**config.mk**
```make
export PLATFORM = sky130hd
export DESIGN_NAME = row_clear_ctrl_flat
export DESIGN_NICKNAME = d
export VERILOG_FILES = /design/src/rtl/row_clear_ctrl_if.sv /design/src/rtl/row_clear_ctrl.sv /design/src/flat_wrapper.sv
export SDC_FILE = /design/constraint.sdc
export NUM_CORES = 1
export LEC_CHECK = 0
export ABC_AREA = 1
export BUFFER_PORTS_ARGS = -buffer_cell sky130_fd_sc_hd__clkbuf_2
export CORE_UTILIZATION = 58
export CTS_BUF_LIST = sky130_fd_sc_hd__clkbuf_16
export DETAILED_ROUTE_END_ITERATION = 8
export PLACE_DENSITY = 0.84
export SLEW_MARGIN = 20
export SYNTH_ARGS = -nofsm -noshare
export SYNTH_HDL_FRONTEND = slang
export SYNTH_SLANG_ARGS = --single-unit
```
**constraint.sdc**
```tcl
create_clock -name Clk -period 5.7 [get_ports Clk]
set_input_delay 0 -clock Clk [delete_from_list [all_inputs] [get_ports Clk]]
set_output_delay 0 -clock Clk [all_outputs]
set_load 0.01 [all_outputs]
```
**src/rtl/row_clear_ctrl_if.sv**
```systemverilog
// Board row RAM port: the clear sequencer drives it (master), the row store answers (slave).
interface row_clear_ctrl_if #(
  parameter int unsigned ADDR_W = 5,
  parameter int unsigned ROW_W  = 16
);
  logic [ADDR_W-1:0] row_addr;
  logic              row_rd_en;
  logic [ROW_W-1:0]  row_rdata;
  logic              row_wr_en;
  logic [ROW_W-1:0]  row_wdata;

  modport master (
    output row_addr, row_rd_en, row_wr_en, row_wdata,
    input  row_rdata
  );

  modport slave (
    input  row_addr, row_rd_en, row_wr_en, row_wdata,
    output row_rdata
  );
endinterface

```
**src/rtl/row_clear_ctrl.sv**
```systemverilog
// Tetris line-clear sequencer: scans rows bottom to top, drops full rows,
// compacts survivors downward and zero-fills the vacated top rows.
// Optional scoring is enabled with the ROW_CLEAR_SCORE_EN macro; without it
// the score port is tied to zero.
module row_clear_ctrl #(
  parameter int unsigned BOARD_WIDTH  = 10,
  parameter int unsigned BOARD_HEIGHT = 20,
  parameter int unsigned ROW_W        = 16,
  parameter int unsigned ADDR_W       = 5
) (
  input  logic        Clk,
  input  logic        Reset_n,
  input  logic        start,
  output logic        busy,
  output logic        done,
  output logic [4:0]  lines_cleared,
  output logic [15:0] score,
  row_clear_ctrl_if.master ram
);

  localparam int unsigned CNT_W = 5;
  localparam logic [ADDR_W-1:0] LAST_ROW = ADDR_W'(BOARD_HEIGHT - 1);
  localparam logic [CNT_W-1:0]  CNT_MAX  = CNT_W'(BOARD_HEIGHT);

  typedef enum logic [2:0] {IDLE, READ, CHECK, WRITE, FILL, DONE} state_t;

  state_t            state, state_nxt;
  logic [ADDR_W-1:0] rd, rd_nxt, wr, wr_nxt;
  logic [CNT_W-1:0]  count, count_nxt;

  logic              busy_d, done_d, rd_en_d, wr_en_d;
  logic [ADDR_W-1:0] addr_d;
  logic [ROW_W-1:0]  wdata_d;
  logic [4:0]        lines_d;

  logic              row_full_c;
  assign row_full_c = &ram.row_rdata[BOARD_WIDTH-1:0];

  // State register
  always_ff @(posedge Clk or negedge Reset_n) begin
    if (!Reset_n) state <= IDLE;
    else          state <= state_nxt;
  end

  // Next state and pointer/counter updates
  always_comb begin
    state_nxt = state;
    rd_nxt    = rd;
    wr_nxt    = wr;
    count_nxt = count;
    case (state)
      IDLE: begin
        if (start) begin
          state_nxt = READ;
          rd_nxt    = LAST_ROW;
          wr_nxt    = LAST_ROW;
          count_nxt = '0;
        end
      end
      READ: state_nxt = CHECK;
      CHECK: begin
        if (!row_full_c && (wr != rd)) begin
          state_nxt = WRITE;
        end else begin
          if (row_full_c) begin
            if (count != CNT_MAX) count_nxt = count + CNT_W'(1);
          end else if (wr != '0) begin
            wr_nxt = wr - ADDR_W'(1);
          end
          if (rd == '0) begin
            state_nxt = (count_nxt != '0) ? FILL : DONE;
          end else begin
            rd_nxt    = rd - ADDR_W'(1);
            state_nxt = READ;
          end
        end
      end
      WRITE: begin
        if (wr != '0) wr_nxt = wr - ADDR_W'(1);
        if (rd == '0) begin
          state_nxt = FILL;
        end else begin
          rd_nxt    = rd - ADDR_W'(1);
          state_nxt = READ;
        end
      end
      FILL: begin
        if (wr == '0) state_nxt = DONE;
        else          wr_nxt    = wr - ADDR_W'(1);
      end
      DONE:    state_nxt = IDLE;
      default: state_nxt = IDLE;
    endcase
  end

  // Output values for the coming state; address/data hold when strobes drop
  always_comb begin
    busy_d  = (state_nxt != IDLE);
    done_d  = (state_nxt == DONE);
    rd_en_d = (state_nxt == READ);
    wr_en_d = (state_nxt == WRITE) || (state_nxt == FILL);
    addr_d  = ram.row_addr;
    wdata_d = ram.row_wdata;
    lines_d = lines_cleared;
    case (state_nxt)
      READ:  addr_d = rd_nxt;
      WRITE: begin
        addr_d  = wr_nxt;
        wdata_d = ram.row_rdata;
      end
      FILL: begin
        addr_d  = wr_nxt;
        wdata_d = '0;
      end
      DONE:    lines_d = count_nxt;
      default: ;
    endcase
  end

  // Datapath and registered outputs
  always_ff @(posedge Clk or negedge Reset_n) begin
    if (!Reset_n) begin
      rd            <= LAST_ROW;
      wr            <= LAST_ROW;
      count         <= '0;
      busy          <= 1'b0;
      done          <= 1'b0;
      ram.row_rd_en <= 1'b0;
      ram.row_wr_en <= 1'b0;
      ram.row_addr  <= '0;
      ram.row_wdata <= '0;
      lines_cleared <= '0;
    end else begin
      rd            <= rd_nxt;
      wr            <= wr_nxt;
      count         <= count_nxt;
      busy          <= busy_d;
      done          <= done_d;
      ram.row_rd_en <= rd_en_d;
      ram.row_wr_en <= wr_en_d;
      ram.row_addr  <= addr_d;
      ram.row_wdata <= wdata_d;
      lines_cleared <= lines_d;
    end
  end

`ifdef ROW_CLEAR_SCORE_EN
  function automatic logic [15:0] score_inc(input logic [CNT_W-1:0] n);
    case (n)
      5'd0:    return 16'd0;
      5'd1:    return 16'd40;
      5'd2:    return 16'd100;
      5'd3:    return 16'd300;
      default: return 16'd1200;
    endcase
  endfunction

  logic [16:0] score_sum_c;
  assign score_sum_c = {1'b0, score} + {1'b0, score_inc(count_nxt)};

  // Saturating score accumulation on the DONE cycle
  always_ff @(posedge Clk or negedge Reset_n) begin
    if (!Reset_n)                score <= '0;
    else if (state_nxt == DONE)  score <= score_sum_c[16] ? 16'hFFFF : score_sum_c[15:0];
  end
`else
  assign score = 16'h0000;
`endif

endmodule

```
**src/flat_wrapper.sv**
```systemverilog
// flat-port wrapper written by rule: the top's interface ports become plain ports
module row_clear_ctrl_flat 
#(
  parameter int unsigned BOARD_WIDTH  = 10,
  parameter int unsigned BOARD_HEIGHT = 20,
  parameter int unsigned ROW_W        = 16,
  parameter int unsigned ADDR_W       = 5
)
  (Clk, Reset_n, start, busy, done, lines_cleared, score, ram_row_addr, ram_row_rd_en, ram_row_wr_en, ram_row_wdata, ram_row_rdata);
  row_clear_ctrl_if #(.ADDR_W(ADDR_W), .ROW_W(ROW_W)) ram_i ();
  input  logic Clk;
  input  logic Reset_n;
  input  logic start;
  output logic busy;
  output logic done;
  output logic [4:0] lines_cleared;
  output logic [15:0] score;
  output wire logic [$bits(ram_i.row_addr)-1:0] ram_row_addr;
  output wire logic [$bits(ram_i.row_rd_en)-1:0] ram_row_rd_en;
  output wire logic [$bits(ram_i.row_wr_en)-1:0] ram_row_wr_en;
  output wire logic [$bits(ram_i.row_wdata)-1:0] ram_row_wdata;
  input wire logic [$bits(ram_i.row_rdata)-1:0] ram_row_rdata;
  assign ram_row_addr = ram_i.row_addr;
  assign ram_row_rd_en = ram_i.row_rd_en;
  assign ram_row_wr_en = ram_i.row_wr_en;
  assign ram_row_wdata = ram_i.row_wdata;
  assign ram_i.row_rdata = ram_row_rdata;
  row_clear_ctrl #(.BOARD_WIDTH(BOARD_WIDTH), .BOARD_HEIGHT(BOARD_HEIGHT), .ROW_W(ROW_W), .ADDR_W(ADDR_W)) u_core (.Clk(Clk), .Reset_n(Reset_n), .start(start), .busy(busy), .done(done), .lines_cleared(lines_cleared), .score(score), .ram(ram_i));
endmodule
```
==> results.toml <==
[worst_setup_path]
path_buf_inv = 2
endpoint_kind = "flip-flop"
critPathLaunchType = "flip-flop"
worstSetupPathType = "flip-flop to flip-flop"
critical_path.reg2reg.startpoint = "u_core.state[2]"
r2r_end = "u_core.ram.row_addr[0]"
worst-path-max-fanout = 22
critical-path-slowest-cell = "nor2_2"
crit_path_cell_trace = "nor2_2 -> inv_2 -> nor2_2 -> inv_1 -> o21ai_4 -> nand4_4 -> nand2_4 -> nor2_4 -> nand2_1 -> nand2_1"
ff2ff_setup_slack_ns = 2.85
max_stage_delay_ns = 0.71
worst-r2r-cell-count = 10
cp_data_required_time_ns = 5.87
crit_arrival_ns = 3.02
critical-path-top-delay-family = "simple AND/OR/NAND/NOR gates"

[global_route]
grt.overflow.total = 0
grt_max_degree = 49
first_global_vias = 2522
globalRouteTotalUtil_pct = 28.4
antenna_found_initial = 0
grt_first_pass_wirelength_microns = 11300

[hold_path]
worstHoldPathCells = 3
worst_case_hold_path_end_point = "u_core.wr[0]"
hold_start = "start"
worst_hold_path_type = "input port to flip-flop"

[sta]
fmaxAchievable_ghz = 0.351
post-route-period-util_pct = 49.9
timing.clock.skew_ns = 0.00859
unrepaired_setup_endpoints_after_global_routing = "no"
setup_viol = 0
hold_violations = 0
worst_slew_pin_slew_ns = 0.934
final-max-slew-violation-count = 0
worst_slew_margin_rel_pct = 37.7
period_minus_slack_ns = 2.85
setup_total_negative_slack_ns = 0
finalHoldWorstSlack_ns = 0.127

[clocking]
cts_tree = "yes"
clkLatencyLatePin_ns = 0.29
tritoncts.num_buffers = 5
ctsHtreeMaxLevel = 2
clock_tree.buffer_depth = 2
clk_root_buffer_cell = "clkbuf_16"
cts.sinks = 48
cts_repair_resize_count = 0
post_cts_repair_setup_buffers = 0
post_cts_hold_buffer_count = 17
clk_pin_slew_ns = 0.06

[cells_and_area]
antennaDiodeCount = 0
synth_to_final_area_change_pct = 20.0
layout-drive-gt1-share_pct = 22.5
layout.nets = 454

[logic_synthesis]
yosys.area_share.xor_xnor_pct = 3.07
netlist-cell-type-count = 35
synth_area_leader_cell = "dfrtp_1"
synth_top_flop_cell = "dfrtp_1"
post_synth.cell_area_avg_sq_um = 7.81
synth.most_common_cell = "nand2_1"
synth_seq_area_share_pct = 42.4
synth.cell_area_sq_um = 2850
synth.ff_latch_count = 48
post_synthesis_adder_cell_area_fraction_pct = 1.76
synth.top_cell.area_share_pct = 36.9
synth-warning-count = 0
synth-simple-area-share_pct = 31.7
fraction_of_the_mapped_netlist_area_in_compound_gates_pct = 9.26
synth_edf_count = 0
yosys-top-cells-count = "90 x nand2_1, 46 x nand3_1, 42 x dfrtp_1, 35 x inv_1, 23 x nor2_1"
ranking_of_synthesized_cells_by_area = "dfrtp_1 37%, nand2_1 12%, nand3_1 8.1%"
synthCells = 365
synth_async_sr_flop_share_pct = 100
synth.area.mux_share_pct = 0
main_combinational_cell_family_by_area_after_synthesis = "simple AND/OR/NAND/NOR gates"

[placed_design]
gp_routability_congestion = 0.965
port-buffer-count = 48
place_hpwl_microns = 4580

[route]
total_via_count_after_detailed_routing = 2667
firstDrtPassIters = 4
via_per_inst = 5.34
routed_wirelength_microns = 6810
wl_per_cell_microns = 13.6
drt_iter0_markers = 169
drt_drc_violations_left = 0
final_antenna_net_count = 0

[floorplan]
core-area_sq_um = 4720
dieWidth_microns = 72.1
fp.dieArea_sq_um = 5200
rows = 25
pin_count = 65
die-height_microns = 72.1
start_util_pct = 60.4

[job]
maximum_capacitance_violations = 0

[pwr]
leakagePower_nw = 1.82
ir_drop_uv = 291
design_power_total_mw = 1.95
power_per_cell_area_nw_per_um2 = 570

[outcome]
status = "finished clean"
## worst register-to-register path, delay by kind of cell, from the launching register on
kind / cells / cell delay, ns
buffers and inverters: 2 / 0.45
DFF: 1 / 0.40
and+or+nand+nor: 7 / 1.57
AOI/OAI and AO/OA: 1 / 0.31
## sequential cells by signal (all words and copies together) (netlist names)
register,count
u_core.rd,5
u_core.lines_cleared,5
u_core.ram.row_wdata,16
u_core.done,1
u_core.state,3
u_core.ram.row_rd_en,1
u_core.ram.row_wr_en,1
u_core.count,5
u_core.busy,1
u_core.wr,5
u_core.ram.row_addr,5
## layout make-up
class,count,area (sq um)
multi-input cells,264,1370
inverters,46,178
repair buffers,66,418
clock buffers,5,125
fillers,348,1300
clock inverters,3,42.5
well taps,67,83.8
flip-flops and latches,48,1210
## how the worst max path moves through the flow
stage               startpoint                       to  slack, ns  cells past startpoint
2_1_floorplan     u_core.wr[0]  u_core.ram.row_wdata[0]       3.64                      9
3_3_place_gp   u_core.state[2]   u_core.ram.row_addr[0]       3.04                     10
3_5_place_dp   u_core.state[1]   u_core.ram.row_addr[0]       2.92                     12
4_1_cts        u_core.state[2]   u_core.ram.row_addr[0]       2.90                     11
5_1_grt        u_core.state[1]   u_core.ram.row_addr[4]       2.61                     12
6_report       u_core.state[2]   u_core.ram.row_addr[0]       2.85                     10
## layout by cell type, fill, tap and decap left out, types with 2 or more instances in the layout
cell type	netlist	routed
inv_2	9	9
dfrtp_1	42	42
conb_1	1	16
a21oi_1	8	8
ha_1	4	4
clkbuf_2	0	48
nor2_1	23	23
clkbuf_16	0	5
nand2_1	90	90
nor2_4	2	2
nand4_1	5	5
nor3_1	4	4
nand2_4	3	3
inv_4	2	2
xnor2_1	3	3
xor2_1	7	7
nor2_2	7	7
nand2_2	6	6
o211ai_1	2	2
o22ai_1	6	6
dfstp_2	6	6
o21ai_1	4	4
nand3_1	46	46
dlygate4sd3_1	0	17
o21a_1	3	3
o21ai_0	18	18
inv_1	35	35
## power by group
| group | switching (mW) | internal [mW] | total [mW] |
|---|---|---|---|
| Sequential | 0.100 | 0.490 | 0.590 |
| Combinational | 0.684 | 0.341 | 1.03 |
| Clock | 0.127 | 0.206 | 0.333 |
## cells by family (layout without fill, tap and decap cells)
| group | after synthesis | in the layout |
|---|---|---|
| flops | 48 | 48 |
| buf+inv | 68 | 120 |
| compound gates | 44 | 44 |
| simple gates | 190 | 190 |
| fa+ha+maj | 4 | 4 |
| other cells | 1 | 16 |
| xor+xnor | 10 | 10 |
## through the flow
stage | area [sq um] | worst slack (ns) | util (%) | instances
after floorplan | 2910 | 3.64 | - | 380
after global placement | 3080 | 3.04 | 65.3 | 474
after detailed placement | 3080 | 2.92 | 65.3 | 474
after CTS | 3420 | 2.90 | 72.4 | 499
after global routing | 3420 | 2.61 | 72.4 | 499
final | 3420 | 2.85 | 72.4 | 499
## layer usage
layer	share of wire, %	vias up	global-route usage [%]
met4	3.7	0	13.7
met2	51	88	47.8
met5	0	-	0
met1	41	1276	35.4
li1	-	1281	-
met3	4.5	22	5.00
Note: power is estimated with default switching activity, not from simulation.
